===== src/rtl/ramp_conv_counter.sv =====
// Ramp/single-slope ADC conversion counter: counts clk cycles from start until the
// synchronised comparator trips or MAX_COUNT is reached, then offers the code on valid/ready.
module ramp_conv_counter #(
  parameter int              WIDTH       = 8,
  parameter logic [WIDTH-1:0] MAX_COUNT  = {WIDTH{1'b1}},
  parameter int              SYNC_STAGES = 2
) (
  input  logic             clk,
  input  logic             rst,
  input  logic             start,
  input  logic             abort,
  input  logic             comp,
  input  logic             result_ready,
  output logic [WIDTH-1:0] count,
  output logic [WIDTH-1:0] result,
  output logic             result_valid,
  output logic             overflow,
  output logic             busy,
  output logic [1:0]       state_dbg
);

  // Result handshake: a transfer happens on a rising edge where result_valid && result_ready;
  // while result_valid is high and result_ready is low, result and overflow hold steady.

  typedef enum logic [1:0] {
    IDLE  = 2'd0,
    COUNT = 2'd1,
    DONE  = 2'd2
  } state_t;

  state_t state, state_n;
  logic   comp_s;
  logic   at_max;

  generate
    if (SYNC_STAGES == 0) begin : g_nosync
      assign comp_s = comp;
    end else begin : g_sync
      logic [SYNC_STAGES-1:0] sync_q;
      always_ff @(posedge clk) begin
        if (rst) sync_q <= '0;
        else     sync_q <= (sync_q << 1) | SYNC_STAGES'(comp);
      end
      assign comp_s = sync_q[SYNC_STAGES-1];
    end
  endgenerate

  assign at_max = (count == MAX_COUNT);

  always_ff @(posedge clk) begin
    if (rst) state <= IDLE;
    else     state <= state_n;
  end

  always_comb begin
    state_n = state;
    unique case (state)
      IDLE:    if (start) state_n = COUNT;
      COUNT: begin
        if (abort)                 state_n = IDLE;
        else if (comp_s || at_max) state_n = DONE;
      end
      DONE:    if (result_ready) state_n = start ? COUNT : IDLE;
      default: state_n = IDLE;
    endcase
  end

  // Datapath registers; comparator trip takes priority over the terminal count.
  always_ff @(posedge clk) begin
    if (rst) begin
      count        <= '0;
      result       <= '0;
      result_valid <= 1'b0;
      overflow     <= 1'b0;
    end else begin
      unique case (state)
        IDLE: if (start) count <= '0;
        COUNT: begin
          if (abort) begin
            count <= '0;
          end else if (comp_s) begin
            result       <= count;
            overflow     <= 1'b0;
            result_valid <= 1'b1;
          end else if (at_max) begin
            result       <= MAX_COUNT;
            overflow     <= 1'b1;
            result_valid <= 1'b1;
          end else begin
            count <= count + 1'b1;
          end
        end
        DONE: begin
          if (result_ready) begin
            result_valid <= 1'b0;
            if (start) count <= '0;
          end
        end
        default: ;
      endcase
    end
  end

  always_comb begin
    busy      = (state != IDLE);
    state_dbg = state;
  end

endmodule


===== config.mk =====
export PLATFORM = sky130hd
export DESIGN_NAME = ramp_conv_counter
export DESIGN_NICKNAME = d
export VERILOG_FILES = /design/src/rtl/ramp_conv_counter.sv
export SDC_FILE = /design/constraint.sdc
export NUM_CORES = 1
export LEC_CHECK = 0
export ABC_CLOCK_PERIOD_IN_PS = 1590
export BUFFER_PORTS_ARGS = -buffer_cell sky130_fd_sc_hd__buf_2
export CAP_MARGIN = 10
export CORE_ASPECT_RATIO = 0.75
export CORE_UTILIZATION = 40
export DETAILED_ROUTE_END_ITERATION = 12
export PLACE_DENSITY = 0.66
export SLEW_MARGIN = 0
export SYNTH_ARGS = -nofsm -noshare
export SYNTH_HDL_FRONTEND = slang
export SYNTH_SLANG_ARGS = --single-unit

===== constraint.sdc =====
create_clock -name clk -period 1.59 [get_ports clk]
set_clock_uncertainty 0.1 [all_clocks]
set_input_delay 0.0795 -clock clk [delete_from_list [all_inputs] [get_ports clk]]
set_output_delay 0.0795 -clock clk [all_outputs]
set_load 0.1 [all_outputs]

Word-level counts from Yosys, hierarchy flattened
Cells that the tools add are included.
- add/subtract/negate cells: 1
- equality and inequality tests: 10
- multiplexer cells: 20
- bitwise operators: 2
- reductions and logical operators: 10
- operators by type and width (kind ; number):
    $mux 8 ; 7
    $pmux 8 s3 ; 1
    $ne 3x3->1 const B ; 4
    $add 8x1->8 const B ; 1
    $eq 8x8->1 const B ; 1
    $mux 2 ; 4
    $reduce_and 4->1 ; 2
    $mux 1 ; 6
    $ne 2x2->1 const B ; 3
    $pmux 2 s3 ; 1
    $reduce_and 3->1 ; 2
    $reduce_bool 2->1 ; 3
    $reduce_bool 3->1 ; 1
    $eq 2x1->1 const B ; 1
    $eq 2x2->1 const B ; 1
    $logic_not 2->1 ; 1
    $or 2x1->2 ; 1
    $pmux 1 s2 ; 1
    $logic_or 1x1->1 ; 1
    $not 1->1 ; 1
- register bits after elaboration: 22
- bits of input ports: 6
- output and inout port bits: 21
- logic and storage cells: 49

Logic depth before layout (Yosys ltp)
Gate-level depths: netlist of the first run.
- depth after elaboration: 5
- mapped depth: 5
- mapped depth without buffers: 5

Least setup slack after synthesis of the first run
No wires, ideal clock.
- path kind: register -> register
- start point: register state[0], in the netlist state_dbg[0]
- end point: register count[6]
- setup time: 0.074 ns
- arrival: 2.111 ns
- required time: 1.416 ns
- slack: -0.695 ns
- cell stages (with the launch flop): 5
- buffers on the path: 1
- period minus slack after synthesis: 2.285 ns
- path through: dfxtp_1 or4b_1 buf_4 or3_1 o211ai_2
- word-level cells in the longest chain between the ends: 3
- elaborated cells between the ends (all ways): 9
- classes of those cells: eq/ne: 5; mux: 1; reduce/logical: 3
- ends and longest elaborated chain (element ; RTL line ; RTL):
    start, declared ; 31 ; state_t state, state_n;
    start signal, assigned ; 52 ; else state <= state_n;
    $eq 2x1->1, or another cell as far along ; 76 ; unique case (state)
    $ne 3x3->1 (no line), or another cell as far along ; n/a ;
    $reduce_and 4->1 (no line) ; n/a ;
    end signal, assigned ; 90 ; count <= count + 1'b1;
    end, declared ; 14 ; output logic [WIDTH-1:0] count,
Several ways; a longest one is shown, not always the timed one.
A chain may end at the register's enable or synchronous reset.

Final worst setup path of the first run
- start point: register state[1], in the netlist state_dbg[1]
- end point: register count[5]
The elaborated chain is that of the path after synthesis.

==> summary.txt, run 1 <==
total CTS buffers: 3
FF-to-FF path depth: 4
area delta synth->final: 50.4%
Slowest cell on crit path: or4b_4
WL final: 2.63 mm
number of core rows: 15
Die H: 44.9 um
Clock Latency Late Sink: 0.32 ns
I/O Pins: 27
FILL cells: 192
Max clock buf depth: 2
worst hold path class: input port to flop
Top Family by Delay on Critical Path: simple AND/OR/NAND/NOR gates
nature of the critical path endpoint: flop
Mean Syn Cell Area: 9.70 um^2
slew margin rel.: 0.677
Yosys reg bits: 22
Worst VDD drop: 504 uV
Hold Vio Cnt, Final: 0
largest stage delay on the critical path: 0.62 ns
WP data arrival: 1.83 ns
hold-critical path endpoint: count[0]
r2r endpoint: count[5]
FF-to-FF setup slack: -0.09 ns
period utilization: 1.05
first-pass GRT wire length: 4.13 mm
HP Start: result_ready
Cell Area, Synth: 980 um^2
Ys Warns: 0
wire length per cell: 14.6 um
drt pass-1 iters: 4
Main synth FF type: dfxtp_1
Pwr Density: 743 mW/mm^2
Sink Count: 22
sequential fraction of the synthesis area: 0.450
failing checks: setup timing
RePlAce Congestion: 0.794
CP Max Fanout: 7
via count: 976
share of layout cells above drive strength 1: 0.541
Die Wd: 59.1 um
Root Driver: clkbuf_4
Post-synth EDFFs: 0
setup TNS: -0.199 ns
maxcap violations: 0
commonest non-fill, non-tap cells in the layout: buf_2 (25), buf_4 (18), dfxtp_1 (12), dfxtp_4 (9), inv_1 (7)
largest net degree at the start of global routing: 14
First DRT Iteration DRCs: 48
Leak Pwr: 0.634 nW
Fmax: 597 MHz
Via density: 5.42
Bufs and invs on worst path: 0
worst reg2reg startpoint: state_dbg[1]
nets: 154
initial core utilization: 0.424
commonest non-fill, non-tap cell in the layout: buf_2
detailed placer's ending HPWL: 1.91 mm
Slew @ Worst Pin: 0.489 ns
Synth async-reset ratio: 0
DR DRC count: 0
worst slack, placed: -0.272 ns
antenna cell count: 0
outcome: finished with violations
critical-path cell list: or4b_4 > nor3_4 > a31oi_1 > a31oi_1
power after layout: 0.00109 W
Max Slew Vio Count: 0
post-synthesis cell count: 101
IO buf count: 26
GRT Resource Usage Total: 0.217
Final setup viols: 4
Final WS setup: -0.0861 ns
Reg clk slew, reported paths: 0.13 ns
Die ar.: 0.00265 mm^2
Req. time, crit path: 1.74 ns
hold path depth: 4
RSZ-0062 raised after global routing: true
global route overflow: 0
syn nets: 108
initial antenna violation count: 0
vias in the first global route: 875
core area: 0.00231 mm^2
remaining antenna violation count after routing: 0
CTS tree: built
H-tree levels: 1
Final min period: 1.68 ns
most frequent cell on the critical path: a31oi_1
startpoint types: flop
synth unique cells: 39
crit path kind: flop to flop
[worst max path at each step]
stage	startpoint	endpoint	cells after the start
floorplan	state_dbg[0]	count[6]	4
global placement	state_dbg[1]	result[2]	3
detailed placement	state_dbg[1]	result[2]	3
CTS	state_dbg[1]	count[5]	5
global route	state_dbg[1]	count[5]	4
finish	state_dbg[1]	count[5]	4
[area by class of cell]
| class | instances | area (um^2) | share of cell area |
|---|---|---|---|
| Clock buffer | 4 | 47.5 | 0.0323 |
| Timing Repair Buffer | 46 | 290 | 0.197 |
| Inverter | 7 | 26.3 | 0.0178 |
| Multi-Input combinational cell | 67 | 592 | 0.402 |
| Tap cell | 34 | 42.5 | 0.0289 |
| Sequential cell | 22 | 475 | 0.323 |
[cell families (layout without fill, tap and decap cells)]
family | count (synthesis) | count (layout) | share of synthesized area
and+or+nand+nor | 33 | 33 | 0.208
muxes | 1 | 1 | 0.0102
buffers and inverters | 12 | 57 | 0.0511
DFF | 22 | 22 | 0.450
AOI/OAI and AO/OA | 32 | 32 | 0.268
adders and majority gates | 1 | 1 | 0.0128
[timing repair]
action                     4_1_cts  5_1_grt
hold endpoints to repair         3        0
buffers inserted                 0        1
hold buffers                     3        0
setup endpoints to repair       19       16
pin swaps                        2        7
gates resized for setup          3        4
[Yosys cell counts, drive strengths merged, types with 3 or more instances]
| master | count | area share |
|---|---|---|
| nand3 | 5 | 0.026 |
| nor3 | 3 | 0.027 |
| o21ai | 4 | 0.020 |
| inv | 7 | 0.027 |
| clkbuf | 3 | 0.011 |
| nand2 | 4 | 0.015 |
| o21a | 3 | 0.023 |
| nor2 | 4 | 0.018 |
| a21oi | 5 | 0.026 |
| a31oi | 4 | 0.026 |
| o221a | 8 | 0.092 |
| dfxtp | 22 | 0.45 |
| nand4 | 3 | 0.019 |
[layer usage]
metal	vias to the layer above	GRT usage	wire [um]
met5	-	0	0
met4	0	0.0714	46
met3	6	0.0516	118
li1	482	-	-
met2	31	0.341	1190
met1	457	0.297	1280
[registers in the layout, summed over array words and instances (netlist names)]
| register | flops |
|---|---|
| result_valid | 1 |
| result | 8 |
| overflow | 1 |
| count | 8 |
| state_dbg | 2 |
| g_sync.sync_q | 2 |
[report_power, final]
group	total (W)	switching, W	internal (W)
Combinational	0.000165	0.000115	0.0000505
Sequential	0.000553	0.00000555	0.000547
Clock	0.000377	0.000184	0.000192
Total	0.00109	0.000305	0.000790
[stage by stage]
step                      instance area [um^2]   util  hold WS [ns]  std cells
after floorplan                           1100      -        0.0489        101
after global placement                    1380  0.596         0.192        173
after detailed placement                  1380  0.596         0.195        173
after CTS                                 1460  0.634       0.00363        180
after global routing                      1470  0.638        0.0298        180
final                                     1470  0.638        0.0145        180
[worst register-to-register path, delay by kind of cell, from the launching register on]
kind	cells	cell delay, ns
AOI/OAI and AO/OA	2	0.26
and+or+nand+nor	2	0.88
DFF	1	0.37
Note: power is estimated with default switching activity, not from simulation.
==> run 2: changes to the inputs <==
==> constraint.sdc (replaced) <==
create_clock -name clk -period 1.59 [get_ports clk]
set_clock_uncertainty 0.1 [all_clocks]
set_input_delay 0.159 -clock clk [delete_from_list [all_inputs] [get_ports clk]]
set_output_delay 0.159 -clock clk [all_outputs]
set_load 0.1 [all_outputs]
==> run 2 against run 1 <==
The run still ends with setup timing left. Maximum frequency rose by 0.57%. Clock power is essentially flat. Routed wire length shrank 3.7%. Die area is the same. Flip-flop and latch count stayed put. Count of clock-buffer cells in the layout stayed put. Sequential share of layout area is 0.33 points lower. Worst setup slack gained 0.0095 ns. Critical path type unchanged. Critical endpoint unchanged. Largest cell class unchanged. Largest power group unchanged.
==> summary.txt, run 2 (same netlist as run 1, synthesis figures left out) <==
outcome: finished with violations
commonest non-fill, non-tap cell in the layout: buf_2
Die Wd: 59.1 um (unchanged)
setup TNS: -0.138 ns (+0.0604 ns)
via count: 968 (-0.82%)
commonest non-fill, non-tap cells in the layout: buf_2 (25), buf_4 (17), dfxtp_1 (12), dfxtp_4 (9), inv_1 (7)
remaining antenna violation count after routing: 0 (unchanged)
drt pass-1 iters: 4 (unchanged)
FF-to-FF setup slack: -0.08 ns (about the same)
final core occ: 0.645 (+0.00650)
Hold Vio Cnt, Final: 0 (unchanged)
register area: 475 um^2 (unchanged)
RePlAce Congestion: 0.794 (unchanged)
initial core utilization: 0.424 (unchanged)
Via density: 5.38 (-0.82%)
Reg clk slew, reported paths: 0.13 ns (about the same)
CTS tree: built
period utilization: 1.05 (-0.00594)
switch share: 0.275 (-0.00286)
maxcap violations: 0 (unchanged)
Die H: 44.9 um (unchanged)
Final WS setup: -0.0766 ns (+0.00945 ns)
Max clock buf depth: 2 (unchanged)
number of core rows: 15 (unchanged)
area delta synth->final: 52.0%
slew margin rel.: 0.677 (unchanged)
Fmax: 600 MHz (+0.57%)
Req. time, crit path: 1.74 ns (about the same)
Logic pwr share: 0.156 (+0.005)
largest net degree at the start of global routing: 14 (unchanged)
WL final: 2.53 mm (-3.7%)
Clock Latency Late Sink: 0.32 ns (about the same)
WP data arrival: 1.81 ns (-0.02 ns)
CP Max Fanout: 7 (unchanged)
area of the multi-input gates: 594 um^2 (+0.42%)
Pwr Density: 738 mW/mm^2 (-0.61%)
Root Driver: clkbuf_4
Slew @ Worst Pin: 0.489 ns (unchanged)
internal power: 0.000796 W (+0.80%)
antenna cell count: 0 (unchanged)
Regs by FF count: count x8, result x8
RSZ-0062 raised after global routing: true
sequential share of power: 0.503 (-0.002)
wire length per cell: 14.1 um (-3.7%)
I/O Pins: 27 (unchanged)
total CTS buffers: 3 (unchanged)
Sink Count: 22 (unchanged)
placed instance count: 173 (unchanged)
DR DRC count: 0 (unchanged)
first-pass GRT wire length: 4.14 mm (+0.17%)
share of layout cells above drive strength 1: 0.541 (unchanged)
Final min period: 1.67 ns (-0.00945 ns)
Post-DP Area: 0.00138 mm^2 (unchanged)
post-route cell area: 0.00149 mm^2 (+1.0%)
nature of the critical path endpoint: flop
GRT Resource Usage Total: 0.217 (unchanged)
detailed placer's ending HPWL: 1.91 mm (unchanged)
failing checks: setup timing
Max Slew Vio Count: 0 (unchanged)
First DRT Iteration DRCs: 39 (-19%)
final cell count without fillers: 180 (unchanged)
initial antenna violation count: 0 (unchanged)
H-tree levels: 1 (unchanged)
Die ar.: 0.00265 mm^2 (unchanged)
IO buf count: 26 (unchanged)
FILL cells: 190 (-1.0%)
Worst VDD drop: 479 uV (-5.0%)
startpoint types: flop
worst hold path class: input port to flop
core area: 0.00231 mm^2 (unchanged)
Psw: 0.000303 W (-0.63%)
nets: 154 (unchanged)
vias in the first global route: 879 (+0.46%)
global route overflow: 0 (unchanged)
Final setup viols: 3 (-1)
worst slack, placed: -0.272 ns (unchanged)
crit path kind: flop to flop
Clk pwr share: 0.341 (-0.003)
Leak Pwr: 0.637 nW (+0.50%)
==> run 2: changes by cell type in the layout (fill, tap and decap cells not counted) <==
cell    change
buf_12      +1
buf_4       -1
or2_2       -1
or2_4       +1
==> run 2: per-stage QoR <==
stage	hold WS, ns	power (W)
CTS	0.0831	0.00110
global route	0.109	0.00113
finish	0.0850	0.00110
detailed placement	0.274	0.000719
global placement	0.271	0.000717
floorplan	0.128	0.000681
==> run 2: power by group through the flow <==
stage / clock [W] / sequential [W] / combinational, W
floorplan: 0 / 0.000616 / 0.0000656
global placement: 0 / 0.000565 / 0.000152
detailed placement: 0 / 0.000565 / 0.000154
CTS: 0.000379 / 0.000553 / 0.000164
global route: 0.000397 / 0.000554 / 0.000181
finish: 0.000375 / 0.000552 / 0.000172
==> run 2: final timing paths <==
check / depth (start not counted) / endpoint / startpoint
max: 4 / count[5] / state_dbg[1]
min: 3 / state_dbg[0] / result_ready
max reg2reg: 4 / count[5] / state_dbg[1]
min reg2reg: 1 / g_sync.sync_q[1] / g_sync.sync_q[0]
==> run 2: timing repair <==
| item | CTS | global route |
|---|---|---|
| pin swaps | 2 | 7 |
| setup endpoints to repair | 19 | 16 |
| resized for setup | 5 | 5 |
| hold buffers | 3 | 0 |
| setup buffers | 0 | 1 |
| endpoints found under the hold margin | 3 | 0 |
| gates cloned | 0 | 0 |
==> run 2: final cells by class <==
type,count,share of cell area
clock buffers,4,0.0319
flip-flops and latches,22,0.319
inverters,7,0.0176
well taps,34,0.0286
multi-input cells,67,0.399
repair buffers,46,0.203
==> run 2: layer usage <==
metal / up-vias / global-route usage / wire [um]
li1: 484 / - / -
met1: 452 / 0.299 / 1260
met2: 28 / 0.339 / 1130
met3: 4 / 0.0516 / 112
met4: 0 / 0.0714 / 31
met5: - / 0 / 0
==> run 2: critical path, stage by stage (launching register included) <==
cell and delay (ns):
dfxtp_4 0.37, or4b_4 0.62, nor3_4 0.25, a31oi_1 0.11, a31oi_1 0.14
==> run 3: changes to the inputs <==
- ABC_AREA: unset -> 1
- PLACE_DENSITY: 0.66 -> 0.65
- SKIP_CTS_REPAIR_TIMING: unset -> 1
==> run 3 against run 2 <==
The flow now finishes without violations. Count of clock-buffer cells in the layout stayed put. Combinational power is 19% higher. Highest routed layer unchanged. Die area is 8.2% higher. Largest power group unchanged. Sequential share of layout area is 1.3 points higher.
==> summary.txt, run 3 <==
Req. time, crit path: 1.74 ns (about the same)
antenna cell count: 0 (unchanged)
wire length per cell: 11.9 um (-16%)
Psw: 0.000339 W (+12%)
area leader, netlist: dfxtp_1
H-tree levels: 1 (unchanged)
Die ar.: 0.00287 mm^2 (+8.2%)
most frequent cells after synthesis: nand2_1 (32), inv_1 (23), dfxtp_1 (22), nor2_1 (22), a21oi_1 (14)
M3 GR Usage: 0.0646 (+0.0130)
Yosys reg bits: 22 (unchanged)
initial core utilization: 0.443 (+0.0183)
global route overflow: 0 (unchanged)
Sink Count: 22 (unchanged)
commonest non-fill, non-tap cells in the layout: nand2_1 (29), buf_2 (26), inv_1 (21), nor2_1 (20), a21oi_1 (14)
Slew @ Worst Pin: 0.493 ns (+0.00429 ns)
nature of the critical path endpoint: flop
Final setup viols: 0 (-3)
nets: 195 (+27%)
Ys Warns: 0 (unchanged)
Hold Vio Cnt, Final: 0 (unchanged)
maxcap violations: 0 (unchanged)
DR DRC count: 0 (unchanged)
hold-critical path endpoint: state_dbg[0]
worst reg2reg startpoint: state_dbg[0]
Logic pwr share: 0.180 (+0.024)
final cell count without fillers: 221 (+23%)
initial antenna violation count: 0 (unchanged)
worst hold path class: input port to flop
GRT Resource Usage Total: 0.200 (-0.0174)
CP Max Fanout: 5 (-2)
Root Driver: clkbuf_4
Leak Pwr: 0.653 nW (+2.5%)
switch share: 0.299 (+0.0235)
period utilization: 0.952 (-0.0962)
number of core rows: 15 (unchanged)
synth unique cells: 21 (-46%)
Main synth FF type: dfxtp_1
Synth async-reset ratio: 0 (unchanged)
syn nets: 161 (+49%)
vias in the first global route: 901 (+2.5%)
Regs by FF count: count x8, result x8
remaining antenna violation count after routing: 0 (unchanged)
internal power: 0.000795 W (-0.17%)
WP data arrival: 1.66 ns (-0.15 ns)
core area: 0.00240 mm^2 (+4.1%)
detailed placer's ending HPWL: 1.84 mm (-3.8%)
share of layout cells above drive strength 1: 0.348 (-0.194)
via count: 1,070 (+11%)
CTS tree: built
global routing's busiest layer: met2
top post-synthesis cells by area: dfxtp_1 (41%), nand2_1 (11%), inv_1 (8.1%)
Die H: 46.7 um (+4.0%)
commonest non-fill, non-tap cell in the layout: nand2_1
drt pass-1 iters: 4 (unchanged)
RePlAce Congestion: 0.845 (+6.5%)
Die Wd: 61.5 um (+4.0%)
hold path depth: 3 (unchanged)
Reg clk slew, reported paths: 0.12 ns (about the same)
FF-to-FF setup slack: 0.08 ns (+0.15 ns)
r2r endpoint: count[6]
Clock Latency Late Sink: 0.32 ns (about the same)
met2 GRT Util: 0.318 (-0.0204)
slew margin rel.: 0.674 (-0.00284)
WL final: 2.63 mm (+3.6%)
sequential fraction of the synthesis area: 0.414 (-0.0354)
First DRT Iteration DRCs: 26 (-33%)
placed instance count: 213 (+23%)
largest net degree at the start of global routing: 17 (+3)
first-pass GRT wire length: 4.04 mm (-2.3%)
share of the synthesized area in the top cell type: 0.414 (-0.0354)
Via density: 4.84 (-10%)
startpoint types: flop
sequential share of power: 0.494 (-0.009)
Post-synth EDFFs: 0 (unchanged)
Worst VDD drop: 549 uV (+14%)
Clk pwr share: 0.326 (-0.015)
final core occ: 0.589 (-0.0564)
area delta synth->final: 32.9%
Mean Syn Cell Area: 6.91 um^2 (-29%)
FF-to-FF path depth: 9 (+5)
Max Slew Vio Count: 0 (unchanged)
outcome: complete, no violations
HP Start: start
Pwr Density: 802 mW/mm^2 (+8.7%)
IO buf count: 26 (unchanged)
Max clock buf depth: 2 (unchanged)
total CTS buffers: 3 (unchanged)
crit path kind: flop to flop
most frequent cell after synthesis: nand2_1
Fmax: 661 MHz (+10%)
post-synthesis cell count: 154 (+52%)
Cell Area, Synth: 0.00106 mm^2 (+8.6%)
grt met1 use: 0.256 (-0.0427)
I/O Pins: 27 (unchanged)
RSZ-0062 raised after global routing: true
Final min period: 1.51 ns (-0.153 ns)
==> run 3: area by class of cell <==
cell class / instances / area [um^2]
fillers: 247 / 988
multi-input cells: 104 / 576
flip-flops and latches: 22 / 470
repair buffers: 33 / 188
inverters: 24 / 90.1
clock buffers: 4 / 47.5
well taps: 34 / 42.5
==> run 3: worst max-delay path, cell delays in order, from the launching register on <==
cell and delay, ns:
dfxtp_4 0.37, inv_2 0.06, nor2_2 0.11, inv_2 0.08
nor2_4 0.23, buf_4 0.19, nand2_1 0.05, nand3_1 0.07
nand2_1 0.05, nor2_1 0.13
==> run 3: cell families after synthesis <==
family                   after synthesis  share of synthesized area
AO/OA/AOI/OAI                         26                      0.131
buffers and inverters                 28                      0.111
adder cells (fa/ha/maj)                1                     0.0118
flip-flops                            22                      0.414
AND/OR/NAND/NOR                       77                      0.333
==> run 3: per-stage QoR <==
stage               power, W  TNS [ns]  cell area, um^2  hold slack, ns  setup slack, ns
finish               0.00113         0             1410          0.0202           0.0764
global route         0.00119   -0.0555             1410          0.0280          -0.0263
CTS                  0.00113         0             1350         -0.0753         0.000629
detailed placement  0.000760         0             1300           0.269           0.0399
global placement    0.000757         0             1300           0.261           0.0660
floorplan           0.000725    -0.252             1130           0.166          -0.0689
==> run 3: metal layers <==
layer / up-vias / wire length [um]
met5: - / 0
met4: 0 / 29
met3: 4 / 175
met2: 38 / 1280
met1: 477 / 1140
li1: 551 / -
==> run 3: power by group through the flow <==
stage / Clock (W) / Sequential [W] / Combinational [W]
after floorplan: 0 / 0.000626 / 0.0000989
after global placement: 0 / 0.000570 / 0.000187
after detailed placement: 0 / 0.000572 / 0.000189
after CTS: 0.000381 / 0.000559 / 0.000190
after global routing: 0.000408 / 0.000561 / 0.000221
final: 0.000370 / 0.000560 / 0.000204
==> run 3: worst max-delay path by stage <==
| stage | start | cells past startpoint | slack [ns] | endpoint |
|---|---|---|---|---|
| after floorplan | count[1] | 11 | -0.07 | count[4] |
| after global placement | count[1] | 9 | 0.07 | count[2] |
| after detailed placement | count[1] | 9 | 0.04 | count[2] |
| after CTS | count[1] | 9 | 0.0006 | count[2] |
| after global routing | state_dbg[0] | 9 | -0.03 | count[6] |
| final | state_dbg[0] | 9 | 0.08 | count[6] |
